## src/rtl/vec_load_ctrl.sv

```systemverilog
// Vector immediate load controller: receives framed vectors from a host byte stream,
// stages them in RAM and bursts them into one of K shared-bus buffers, arbitrating with reads.
module vec_load_ctrl #(
  parameter int BITS = 8,
  parameter int N    = 64,
  parameter int K    = 4
) (
  input  logic                 clk,
  input  logic                 rst,
  input  logic [BITS-1:0]      rx_data,
  input  logic                 rx_valid,
  output logic                 rx_ready,
  output logic [BITS-1:0]      buf_in,
  output logic [K-1:0]         buf_set,
  output logic [K-1:0]         buf_en,
  input  logic [K-1:0]         buf_done,
  input  logic                 rd_req,
  input  logic [$clog2(K)-1:0] rd_sel,
  output logic                 rd_gnt,
  output logic [K-1:0]         loaded,
  output logic                 busy,
  output logic                 err
);

  localparam int AW = (N > 1) ? $clog2(N) : 1;
  localparam int TW = $clog2(K);
  localparam logic [BITS:0] K_L = (BITS+1)'(K);
  localparam logic [BITS:0] N_L = (BITS+1)'(N);

  typedef enum logic [2:0] {
    IDLE, GET_LEN, FILL, DISCARD, WAIT_BUS, SET, BURST, WAIT_DONE
  } state_t;

  state_t          state_q, state_d;
  logic [BITS-1:0] tgt_q, tgt_d;
  logic [BITS-1:0] len_q, len_d;
  logic [BITS-1:0] cnt_q, cnt_d;
  logic [K-1:0]    loaded_q, loaded_d;
  logic            err_q, err_d;

  logic [BITS-1:0] mem [N];
  logic [BITS-1:0] rd_data_q;
  logic            wr_en;
  logic [AW-1:0]   rd_addr;

  logic [TW-1:0]   tgt_idx;
  logic            accept;
  logic            last_cnt;
  logic            rd_hits_tgt;
  logic            fsm_owns_tgt;

  assign tgt_idx      = tgt_q[TW-1:0];
  assign rx_ready     = (state_q inside {IDLE, GET_LEN, FILL, DISCARD});
  assign accept       = rx_valid && rx_ready;
  assign last_cnt     = (cnt_q == len_q - 1'b1);
  assign rd_hits_tgt  = (BITS'(rd_sel) == tgt_q);
  assign fsm_owns_tgt = (state_q inside {SET, BURST, WAIT_DONE}) && rd_hits_tgt;

  // Reads never wait on the loader unless they target the buffer being written.
  assign rd_gnt  = rd_req && (int'(rd_sel) < K) && loaded_q[rd_sel] && !fsm_owns_tgt;
  assign buf_en  = rd_gnt ? (K'(1) << rd_sel) : '0;
  assign loaded  = loaded_q;
  assign busy    = (state_q != IDLE);
  assign err     = err_q;

  always_comb begin
    state_d  = state_q;
    tgt_d    = tgt_q;
    len_d    = len_q;
    cnt_d    = cnt_q;
    loaded_d = loaded_q;
    err_d    = 1'b0;
    wr_en    = 1'b0;
    rd_addr  = cnt_q[AW-1:0] + AW'(1);
    buf_set  = '0;
    buf_in   = '0;
    case (state_q)
      IDLE: begin
        if (accept) begin
          tgt_d   = rx_data;
          state_d = GET_LEN;
        end
      end
      GET_LEN: begin
        if (accept) begin
          len_d = rx_data;
          cnt_d = '0;
          if (({1'b0, tgt_q} >= K_L) || ({1'b0, rx_data} > N_L)) begin
            err_d   = 1'b1;
            state_d = (rx_data == '0) ? IDLE : DISCARD;
          end else begin
            state_d = (rx_data == '0) ? WAIT_BUS : FILL;
          end
        end
      end
      FILL: begin
        if (accept) begin
          wr_en = 1'b1;
          cnt_d = cnt_q + 1'b1;
          if (last_cnt) begin
            cnt_d   = '0;
            state_d = WAIT_BUS;
          end
        end
      end
      DISCARD: begin
        if (accept) begin
          cnt_d = cnt_q + 1'b1;
          if (last_cnt) begin
            cnt_d   = '0;
            state_d = IDLE;
          end
        end
      end
      WAIT_BUS: begin
        // loaded[T] drops only on leaving, so an in-flight read of T keeps its grant.
        if (!(rd_gnt && rd_hits_tgt)) begin
          loaded_d[tgt_idx] = 1'b0;
          state_d           = SET;
        end
      end
      SET: begin
        buf_set = K'(1) << tgt_idx;
        buf_in  = len_q;
        rd_addr = '0;
        cnt_d   = '0;
        state_d = (len_q == '0) ? WAIT_DONE : BURST;
      end
      BURST: begin
        buf_in = rd_data_q;
        cnt_d  = cnt_q + 1'b1;
        if (last_cnt) begin
          cnt_d   = '0;
          state_d = WAIT_DONE;
        end
      end
      WAIT_DONE: begin
        if (buf_done[tgt_idx]) begin
          loaded_d[tgt_idx] = 1'b1;
          state_d           = IDLE;
        end
      end
      default: state_d = IDLE;
    endcase
  end

  always_ff @(posedge clk or posedge rst) begin
    if (rst) begin
      state_q  <= IDLE;
      tgt_q    <= '0;
      len_q    <= '0;
      cnt_q    <= '0;
      loaded_q <= '0;
      err_q    <= 1'b0;
    end else begin
      state_q  <= state_d;
      tgt_q    <= tgt_d;
      len_q    <= len_d;
      cnt_q    <= cnt_d;
      loaded_q <= loaded_d;
      err_q    <= err_d;
    end
  end

  // Staging RAM; read address runs one element ahead so BURST is gapless.
  always_ff @(posedge clk) begin
    if (wr_en) begin
      mem[cnt_q[AW-1:0]] <= rx_data;
    end
    rd_data_q <= mem[rd_addr];
  end

endmodule

```

## config.mk

```make
export PLATFORM = sky130hd
export DESIGN_NAME = vec_load_ctrl
export DESIGN_NICKNAME = d
export VERILOG_FILES = /design/src/rtl/vec_load_ctrl.sv
export SDC_FILE = /design/constraint.sdc
export NUM_CORES = 1
export LEC_CHECK = 0
export ABC_AREA = 0
export BUFFER_PORTS_ARGS = -buffer_cell sky130_fd_sc_hd__buf_4
export CORE_MARGIN = 10
export CORE_UTILIZATION = 54
export DETAILED_ROUTE_END_ITERATION = 7
export GPL_TIMING_DRIVEN = 1
export PLACE_DENSITY = 0.66
export SLEW_MARGIN = 30
export SYNTH_ARGS = -nofsm -noshare
export SYNTH_HDL_FRONTEND = slang
export SYNTH_SLANG_ARGS = --single-unit
```

## constraint.sdc

```tcl
create_clock -name clk -period 3.6 [get_ports clk]
set_clock_uncertainty 0.2 [all_clocks]
set_input_delay 0.9 -clock clk [delete_from_list [all_inputs] [get_ports clk]]
set_output_delay 0.9 -clock clk [all_outputs]
set_load 0.1 [all_outputs]
```

; ---- Word-level counts from Yosys, hierarchy flattened
; Memories as Yosys holds them, arrays and structs flattened. A register that Yosys moved wholly into a read port is not among the register bits.
; Index checks and enable logic that the tools add are counted.
[word_totals]
ff_bits = 32
output_inout_bits = 24
memories = 1
mem_bits_rw = 512
[op_classes]
n_shift = 2
order_cmp = 5
n_bitwise = 3
muxes = 38
reduce_logical = 22
n_addsub = 3
n_eq_ne = 19
[mem_list]
columns = name, depth, width, rd, rd_ports_with_merged_regs, wr, line
row1 = mem, 64, 8, 1, 1, 1, 41  ; logic [BITS-1:0] mem [N];
[op_table]
columns = op, count
row1 = two-way mux 3 bit, 11
row2 = case mux 8 bit (4 select lines), 1
row3 = two-way mux 8 bit, 3
row4 = case mux 3 bit (8 select lines), 1
row5 = zero test 8 bit, 2
row6 = two-way mux 4 bit, 4
row7 = "inequality test 2 bit, second input constant", 8
row8 = case mux 8 bit (2 select lines), 1
row9 = "== test 3 bit, second input constant", 4
row10 = two-way mux 1 bit, 11
row11 = AND reduction 9 bit, 1
row12 = "adder 8 x 1 -> 8 bit, second input constant", 1
row13 = == test 2 x 8 -> 1 bit, 1
row14 = == test 8 bit, 1
row15 = "greater-or-equal comparator 8 x 3 -> 1 bit, second input constant", 1
row16 = "greater-than comparator 8 x 7 -> 1 bit, second input constant", 1
row17 = case mux 4 bit (2 select lines), 1
row18 = nonzero test 4 bit, 2
row19 = "left shift 1 x 2 -> 4 bit, first input constant", 2
row20 = "subtractor 8 x 1 -> 8 bit, second input constant", 1
row21 = "adder 6 x 1 -> 6 bit, second input constant", 1
row22 = "== test 3 x 2 -> 1 bit, second input constant", 2
row23 = logical AND 1 bit, 6
row24 = "< comparator 2 x 3 -> 1 bit, second input constant", 2
row25 = 18 further kinds, 23

; ---- Depth between registers and ports, before layout
; Gate-level depths: netlist (run 1).
[depth]
depth_word = 8
ltp_mapped = 11

; ---- Least setup slack after synthesis (run 1)
; OpenSTA, ideal clock, no wires.
[synth_path]
path_kind = register to output
from = register (tool-made name)
to = output port buf_en[0]
n_path_buf = 0
path_slack_ns = -2.752
arrival_ns = 5.252
path_stages_with_launch = 5
cell_sequence = dfrtp_1 -> mux4_2 -> nand2_1 -> a21oi_1 -> nor3b_1
[synth_lines]
columns = item, line
row1 = to (decl), 15  ; output logic [K-1:0] buf_en,

; ---- Worst setup path in the final report (run 1)
[layout_path]
from = register tgt_q[2]
to = output port buf_en[2]
[layout_via]
elab_chain_len = 5
[layout_lines]
columns = item, line
row1 = from (decl), 35  ; logic [BITS-1:0] tgt_q, tgt_d;
row2 = from (signal assigned), 157  ; tgt_q <= tgt_d;
row3 = == test 2 x 8 -> 1 bit, 56  ; assign rd_hits_tgt = (BITS'(rd_sel) == tgt_q);
row4 = logical AND 1 bit, 57  ; assign fsm_owns_tgt = (state_q inside {SET, BURST, WAIT_DONE}) && rd_hits_tgt;
row5 = zero test 1 bit, 60  ; assign rd_gnt = rd_req && (int'(rd_sel) < K) && loaded_q[rd_sel] && !fsm_owns_tgt;
row6 = logical AND 1 bit, 60
row7 = two-way mux 4 bit, 61  ; assign buf_en = rd_gnt ? (K'(1) << rd_sel) : '0;
; No other way between the ends.

==> results.yml, run 1 <==
outcome:
  run_status: "completed"
cts:
  postCtsHoldBufs: 0
  cts.clk_slew.worst_paths_ps: 60
  clk-insertion-delay-late_ps: 620
  htree_levels: 2
  clock_sinks: 552
  cts_root_buffer: "clkbuf_16"
  clk_path_buf_depth: 3
  cts_buffers: 55
  cts_tree: "built"
layout:
  nNetsFinal: 1756
  mostFrequentLayoutCells: "edfxtp_1, nand2_1, buf_4"
  final_core_util_pct: 63.20
  drive_gt1_share_pct: 20.71
  syn2layout_area_growth_pct: 15.75
  final_common_cell: "edfxtp_1"
  fillers: 3037
worst_setup_path:
  crit_buf_inv: 1
  path_class: "flop to primary output"
  crit_path_cell_trace: "nor4_2, nand2_1, nor2_1, a21oi_4, and3b_2, buf_4"
  crit_path_start: "tgt_q[2]"
  slowest_stage: "nor4_2"
  critPathMaxStageDelay_ps: 400
  critical_path_required_ps: 2500
  start_kind: "flop"
  crit_path_end_kind: "primary output"
  worstPathMaxFanout: 5
  cp_top_family: "simple AND/OR/NAND/NOR gates"
  r2r-start: "cnt_q[0]"
  arrival_ps: 2370
logic_synthesis:
  avgSynthCellArea_sq_um: 14.25
  synth_ff_type: "edfxtp_1"
  syn_area_sq_um: 22850
  syn_inst: 1604
  yosysSeqAreaShare_pct: 71.48
  yosysWarnings: 0
  synth-seq-cells: 552
  synth_cell_types: 71
  synth_enable_flop_cells: 512
  syn-num-nets: 1624
  async_reset_ff_share_pct: 5.797
timing:
  setup_viol: 0
  max_freq_mhz: 288.4
  tightest_slew_ps: 873.8
  max_slew_margin_pct: 41.53
  fin_crit_sh_pct: 96.31
  grt_setup_unrepaired: "false"
  hold_viol: 0
  holdWs_ps: 143.5
  maxSlewViolCount: 0
  finalCriticalPeriod_ps: 3467
place:
  routabilityCongestion: 0.9766
  place_hpwl_microns: 37910
  io_buffers: 41
die:
  dieArea_sq_um: 50950
  core_area_sq_um: 41850
  io_pins: 42
  rows: 75
  start_util_pct: 54.61
  die_h_microns: 225.7
  die_width_microns: 225.7
pwr:
  power_frac_seq_pct: 34.1
  power_density_nw_per_um2: 835.5
  swShare_pct: 37.71
  combPwrFrac_pct: 39.0
  switchingPower_mw: 8.334
  clock_power_share_pct: 26.8
  intPower_mw: 13.77
  peakVddDrop_v: 0.0006053
  power_leakage_nw: 8.937
drt:
  routed_via_density: 6.280
  drt_iter0_markers: 1876
  wl_per_cell_microns: 25.91
  drt.antenna.violating_nets: 0
  firstDrtPassIters: 5
  via_count: 14581
  drc: 0
  detail_route.wirelength_microns: 60170
grt:
  grt_overflow: 0
  grt_util_all_layers_pct: 23.59
  grt_pass1_wl_microns: 90360
  grt_pass1_vias: 14107
  grt_max_degree: 67
  antenna_found_initial: 0
min_path:
  hp-class: "input port to async pin"
run:
  cap_violations: 0
synth_stat cells, types with 6 or more instances:
library cell  number  area share [%]
nor2b_1            6            0.16
a22oi_1           10            0.33
o311ai_0           8            0.31
mux2_2            49             2.4
a22o_1            11            0.42
o32a_1             6            0.26
buf_1              9            0.15
nand3_1           17            0.37
xnor2_1           11            0.42
and3_1             9            0.25
xor2_1             7            0.27
inv_1              8            0.13
dfxtp_1            8            0.70
clkbuf_1          48            0.79
a31oi_1           36            0.99
buf_2             38            0.83
nand2_1          185             3.0
mux4_2            13             1.3
nand2b_1          10            0.27
mux2i_1           69             3.0
o22ai_1           35            0.96
nor4_1            20            0.55
or3_1             16            0.44
a211oi_1           6            0.20
o21ai_0           50             1.1
dfrtp_1           32             3.5
a221oi_1          14            0.54
o211ai_1           9            0.30
a21oi_1           91             2.0
edfxtp_1         512              67
nor3_1            20            0.44
o31ai_1            9            0.30
o221ai_1          28             1.1
nor2_1           129             2.1
sequential cells by signal, indices dropped and copies added, names as in the netlist, named ones only:
name / cells
cnt_q: 8
tgt_q: 8
len_q: 8
err: 1
mem: 512
state_q: 3
rd_data_q: 8
stage by stage:
stage | TNS, ps | cells | instance area (sq um) | worst slack [ps] | power, mW
2_1_floorplan | -380.8 | 1604 | 22910 | -338.8 | 12.87
5_1_grt | 0 | 2321 | 26450 | 0.6553 | 22.93
4_1_cts | 0 | 2321 | 26450 | 88.89 | 22.00
6_report | 0 | 2322 | 26450 | 132.7 | 22.10
3_5_place_dp | 0 | 2218 | 24560 | 252.4 | 16.09
3_3_place_gp | 0 | 2218 | 24560 | 234.5 | 16.00
worst paths after layout:
check	to	slack, ps	cells after the start
setup / recovery	buf_en[2]	130	6
hold / removal	tgt_q[4]	140	2
setup reg to reg	rd_data_q[6]	190	8
hold reg to reg	tgt_q[7]	310	1
max in group asynchronous	len_q[2]	2500	3
min in group clk	tgt_q[7]	310	1
layout make-up:
type / instances / area [sq um] / area share (%)
Clock inverter: 40 / 444.2 / 1.679
Antenna cell: 1 / 2.502 / 0.009460
Clock buffer: 63 / 1438 / 5.435
Inverter: 9 / 33.78 / 0.1277
Multi-Input combinational cell: 939 / 6110 / 23.10
Timing Repair Buffer: 179 / 1406 / 5.316
Tap cell: 539 / 674.4 / 2.549
Sequential cell: 552 / 16340 / 61.79
kinds of logic (layout without fill, tap and decap cells):
group	after synthesis	in the layout	synth area share, %
flops	552	552	71.48
simple gates	442	442	8.650
compound gates	346	346	10.11
mux	131	131	6.717
buf+inv	113	291	2.250
xor+xnor	18	18	0.6898
fa+ha+maj	2	2	0.1095
other cells	0	1	0
routing by layer:
| metal | vias up | global-route usage, % | share of wire (%) |
|---|---|---|---|
| met1 | 7233 | 33.06 | 42 |
| met5 | - | 0 | 0 |
| li1 | 6484 | - | - |
| met3 | 133 | 5.020 | 9.0 |
| met4 | 0 | 9.673 | 3.8 |
| met2 | 731 | 35.31 | 45 |
repair_timing:
item                       CTS  global route
setup endpoints to repair    3             0
setup buffers                0             0
hold endpoints to repair     0             0
gates resized for setup      1             0
power groups by stage:
| stage | clock (mW) | combinational [mW] | sequential, mW |
|---|---|---|---|
| after floorplan | 0 | 5.25 | 7.62 |
| after global placement | 0 | 8.34 | 7.66 |
| after detailed placement | 0 | 8.43 | 7.67 |
| after global routing | 6.24 | 9.12 | 7.57 |
| final | 5.93 | 8.63 | 7.55 |
| after CTS | 5.99 | 8.48 | 7.54 |
No activity file was read; power rests on OpenSTA's default activity.
==> run 2, diff against run 1 <==
CORE_MARGIN = not set   (was 10)
GPL_ROUTABILITY_DRIVEN = 0   (was not set)
==> results.yml, run 2 (synthesis gave the netlist of run 1 again) <==
outcome:
  run_status: "completed"
die:
  core_area_sq_um: 41850
  start_util_pct: 54.61
  rows: 75
  io_pins: 42
  dieArea_sq_um: 43150
  die_h_microns: 207.7
  die_width_microns: 207.7
timing:
  max_freq_mhz: 291.8
  tightest_slew_ps: 885.8
  fin_crit_sh_pct: 95.19
  maxSlewViolCount: 0
  setup_viol: 0
  finalCriticalPeriod_ps: 3427
  hold_viol: 0
  max_slew_margin_pct: 39.42
  grt_setup_unrepaired: "false"
cts:
  clock_sinks: 552
  cts.clk_slew.worst_paths_ps: 60
  cts_root_buffer: "clkbuf_16"
  clk-insertion-delay-late_ps: 630
  cts_tree: "built"
  htree_levels: 2
  cts_buffers: 56
  clk_path_buf_depth: 3
drt:
  via_count: 14645
  routed_via_density: 6.299
  detail_route.wirelength_microns: 59880
  drt.antenna.violating_nets: 0
  firstDrtPassIters: 6
  wl_per_cell_microns: 25.75
  drt_iter0_markers: 1685
  drc: 0
worst_setup_path:
  cpMostUsedCell: "buf_4"
  critPathMaxStageDelay_ps: 460
  crit_path_start: "state_q[1]"
  crit_path_cell_trace: "buf_4, nor2b_1, a22oi_1, nor2_1, buf_4"
  crit_buf_inv: 2
  worstPathMaxFanout: 10
  critical_path_required_ps: 2500
  slowest_stage: "nor2b_1"
  r2r.worst_path.cells: 8
  reg2reg_to: "rd_data_q[3]"
  cp_top_family: "simple AND/OR/NAND/NOR gates"
  path_class: "flop to primary output"
  crit_path_end_kind: "primary output"
  crit_cells: 5
  start_kind: "flop"
  rrSetupSlack_ps: 300
  arrival_ps: 2330
  crit_end: "buf_in[3]"
  r2r-start: "cnt_q[0]"
layout:
  nNetsFinal: 1764
  stdcell_area_sq_um: 26390
  final_core_util_pct: 63.06
  drive_gt1_share_pct: 20.44
  largest_reg_flops: 512
  syn2layout_area_growth_pct: 15.47
  mostFrequentLayoutCells: "edfxtp_1, buf_4, nand2_1"
  final_common_cell: "edfxtp_1"
  diodes: 0
grt:
  grt_util_all_layers_pct: 28.14
  grt_overflow: 0
  grt_max_degree: 67
  grt_pass1_vias: 14593
  grt_pass1_wl_microns: 90280
  antenna_found_initial: 2
pwr:
  peakVddDrop_v: 0.0005879
  power_leakage_nw: 8.901
  power_density_nw_per_um2: 819.0
min_path:
  hp-class: "input port to async pin"
run:
  cap_violations: 0
place:
  place_hpwl_microns: 37170
  io_buffers: 41
  placed_cell_area_sq_um: 24580
## run 2: layer usage
metal  vias up  wire length (microns)  global-route usage (%)
met1      7313                  24770                   39.09
met4         2                   2104                   10.80
li1       6490                      -                       -
met5         -                     16                       0
met3       117                   5704                   6.505
met2       723                  27290                   43.50
## run 2: worst min-delay path by stage
| stage | end | slack (ps) | cells after the start |
|---|---|---|---|
| floorplan | tgt_q[2] | 280 | 1 |
| global placement | tgt_q[6] | 290 | 1 |
| detailed placement | tgt_q[2] | 300 | 1 |
| CTS | tgt_q[0] | 130 | 2 |
| global route | tgt_q[3] | 160 | 2 |
| finish | tgt_q[3] | 140 | 2 |
## run 2: through the flow
step | instances | TNS (ps) | total power [mW] | hold WS, ps | worst slack, ps
6_report | 2325 | 0 | 21.61 | 135.4 | 173.0
5_1_grt | 2325 | 0 | 22.47 | 162.5 | 17.34
4_1_cts | 2325 | 0 | 21.55 | 131.6 | 108.8
3_5_place_dp | 2224 | 0 | 15.86 | 304.3 | 291.9
3_3_place_gp | 2224 | 0 | 15.75 | 292.9 | 350.2
2_1_floorplan | 1604 | -380.8 | 12.87 | 281.1 | -338.8
## run 2: area by class of cell
cell class / instances / area (sq um)
clock buffer: 68 / 1446
clock inverter: 32 / 339.1
fill: 3079 / 15460
inverter: 9 / 33.78
multi-input combinational: 939 / 6118
sequential: 552 / 16340
tap: 539 / 674.4
timing repair buffer: 186 / 1434
## run 2: report_power, final
part / leakage (nW) / internal [mW] / switching (mW)
clock: 0.858 / 3.29 / 2.41
sequential: 5.07 / 7.27 / 0.261
combinational: 2.98 / 2.97 / 5.42
total: 8.90 / 13.5 / 8.09
## run 2: timing repair
action | CTS | global route
buffers inserted | 1 | 0
hold buffers | 0 | 0
cloned | 0 | 0
gates resized for setup | 1 | 1
endpoints found under the setup margin | 5 | 2
==> run 3, diff against run 2 <==
ABC_AREA = 1   (was 0)
==> results.yml, run 3 <==
outcome:
  run_status: "completed"
worst_setup_path:
  crit_buf_inv: 2
  cpMostUsedCell: "buf_4"
  rrSetupSlack_ps: 660
  start_kind: "flop"
  path_class: "flop to primary output"
  cp_top_family: "buffers and inverters"
  reg2reg_to: "rd_data_q[2]"
  crit_path_cell_trace: "nand3_4, buf_4, o21ai_0, buf_4"
  crit_cells: 4
  r2r-start: "state_q[2]"
  r2r.worst_path.cells: 9
  slowest_stage: "dfrtp_1"
  crit_path_end_kind: "primary output"
  critPathMaxStageDelay_ps: 560
  worstPathMaxFanout: 39
  arrival_ps: 2360
  critical_path_required_ps: 2500
place:
  dp_slack_ps: 210.0
  post-place-cells: 2888
  placed_cell_area_sq_um: 25860
  io_buffers: 41
  place_hpwl_microns: 38770
pwr:
  power_leakage_nw: 10.65
  peakVddDrop_v: 0.0006147
  power.total_mw: 20.59
  power_density_nw_per_um2: 741.8
logic_synthesis:
  syn_area_sq_um: 24430
  synth_area_leaders: "edfxtp_1, nand3_1, nand3b_1, nor2_1, nand2_1"
  yosysSeqAreaShare_pct: 66.87
  synth.top_cell.area_share_pct: 62.94
  async_reset_ff_share_pct: 5.797
  synth_enable_flop_cells: 512
  avgSynthCellArea_sq_um: 10.69
  syn_inst: 2284
  synth_ff_type: "edfxtp_1"
  yosysWarnings: 0
  synth_cell_types: 32
  synth.most_common_cell: "edfxtp_1"
  syn-num-nets: 2304
  synth_common_cells: "edfxtp_1, nand3_1, nor2_1"
  synth-seq-cells: 552
  yosysTopAreaCell: "edfxtp_1"
grt:
  grt_overflow: 0
  grt_util_all_layers_pct: 28.32
  antenna_found_initial: 0
  grt_pass1_vias: 16734
  grt_max_degree: 161
  grt_pass1_wl_microns: 99310
timing:
  fin_crit_sh_pct: 96.13
  holdWs_ps: 177.6
  max_freq_mhz: 289.0
  max_slew_margin_pct: 34.65
  hold_viol: 0
  maxSlewViolCount: 0
  finalCriticalPeriod_ps: 3461
  grt_setup_unrepaired: "false"
  setup_viol: 0
  tightest_slew_ps: 980.3
  setup_ws_ps: 139.4
die:
  die_h_microns: 214.7
  io_pins: 42
  start_util_pct: 55.00
  dieArea_sq_um: 46090
  die_width_microns: 214.7
  core_area_sq_um: 44410
  rows: 77
cts:
  htree_levels: 2
  cts.clk_slew.worst_paths_ps: 60
  postCtsHoldBufs: 0
  clk_path_buf_depth: 3
  cts_root_buffer: "clkbuf_16"
  cts_tree: "built"
  cts_buffers: 57
  clk-insertion-delay-late_ps: 630
  clock_sinks: 552
layout:
  stdcell_area_sq_um: 27760
  layout.cells.non_filler: 2994
  syn2layout_area_growth_pct: 13.65
  largest_reg_flops: 512
  drive_gt1_share_pct: 10.53
  mostFrequentLayoutCells: "edfxtp_1, nand3_1, nor2_1"
  nNetsFinal: 2375
  fillers: 3556
  final_common_cell: "edfxtp_1"
  diodes: 0
drt:
  drt.antenna.violating_nets: 0
  routed.top_layer: "met4"
  routed_via_density: 5.749
  met3_length_microns: 5213
  route.met2.wl_microns: 30120
  via_count: 17213
  wl_per_cell_microns: 21.33
  drc: 0
  drt_iter0_markers: 2055
  firstDrtPassIters: 6
  m1WireLength_microns: 26790
  detail_route.wirelength_microns: 63860
run:
  cap_violations: 0
min_path:
  hp-class: "input port to async pin"
-- run 3: changes by cell type after synthesis, sizes merged, moves of 47 or more --
| cell | before | now |
|---|---|---|
| nand3 | 18 | 389 |
| nor2 | 130 | 362 |
| nand3b | 4 | 184 |
| inv | 8 | 184 |
| nand2 | 186 | 324 |
| mux2i | 69 | 0 |
| a21oi | 91 | 24 |
| mux2 | 49 | 0 |
| o21ai | 52 | 99 |
-- run 3: cells by family (layout without fill, tap and decap cells) --
kind of cell	after synthesis	in the layout	share of synthesized area, %
AO/OA/AOI/OAI	127	127	2.648
XOR/XNOR	6	6	0.2152
adder cells (fa/ha/maj)	2	2	0.1024
buffers and inverters	321	439	5.460
flip-flops	552	552	66.87
AND/OR/NAND/NOR	1276	1276	24.70
-- run 3: final cells by class --
type	count	area, sq um	share of cell area [%]
clock buffers	70	1559	5.616
clock inverters	36	332.8	1.199
inverters	185	703.2	2.533
multi-input cells	1411	6842	24.64
flip-flops and latches	552	16340	58.84
well taps	592	740.7	2.668
repair buffers	148	1249	4.498
-- run 3: per-stage QoR --
step / utilization (%) / setup TNS, ps
3_5_place_dp: 58.23 / 0
4_1_cts: 62.49 / 0
6_report: 62.51 / 0
2_1_floorplan: - / -3031
5_1_grt: 62.51 / 0
3_3_place_gp: 58.23 / 0
-- run 3: worst max path at each step --
stage	from	end	slack (ps)
after floorplan	state_q[1]	buf_set[0]	-690
after global placement	rd_sel[1]	buf_en[3]	260
after detailed placement	rd_sel[0]	buf_en[0]	210
after CTS	tgt_q[4]	buf_en[0]	40
after global routing	tgt_q[1]	buf_en[0]	0.3
final	state_q[2]	buf_in[2]	140
-- run 3: where the power goes --
part / internal (mW) / switching [mW] / leakage [nW]
Combinational: 2.17 / 5.06 / 4.63
Sequential: 7.20 / 0.225 / 5.08
Clock: 3.49 / 2.45 / 0.928
-- run 3: repair_timing --
item                       4_1_cts  5_1_grt
setup endpoints to repair        0       12
hold endpoints to repair         0        0
resized for setup                0        2
setup buffers                    0        0
-- run 3: worst register-to-register path: cells and delay by family (launching register included) --
| family | cells | cell delay (ps) |
|---|---|---|
| buf+inv | 2 | 950 |
| flops | 1 | 560 |
| simple gates | 7 | 1150 |
-- run 3: per-layer routing --
layer | vias to the layer above | global-route usage (%)
li1 | 7999 | -
met1 | 8349 | 40.18
met2 | 744 | 44.96
met3 | 121 | 4.113
met4 | 0 | 9.667
met5 | - | 0
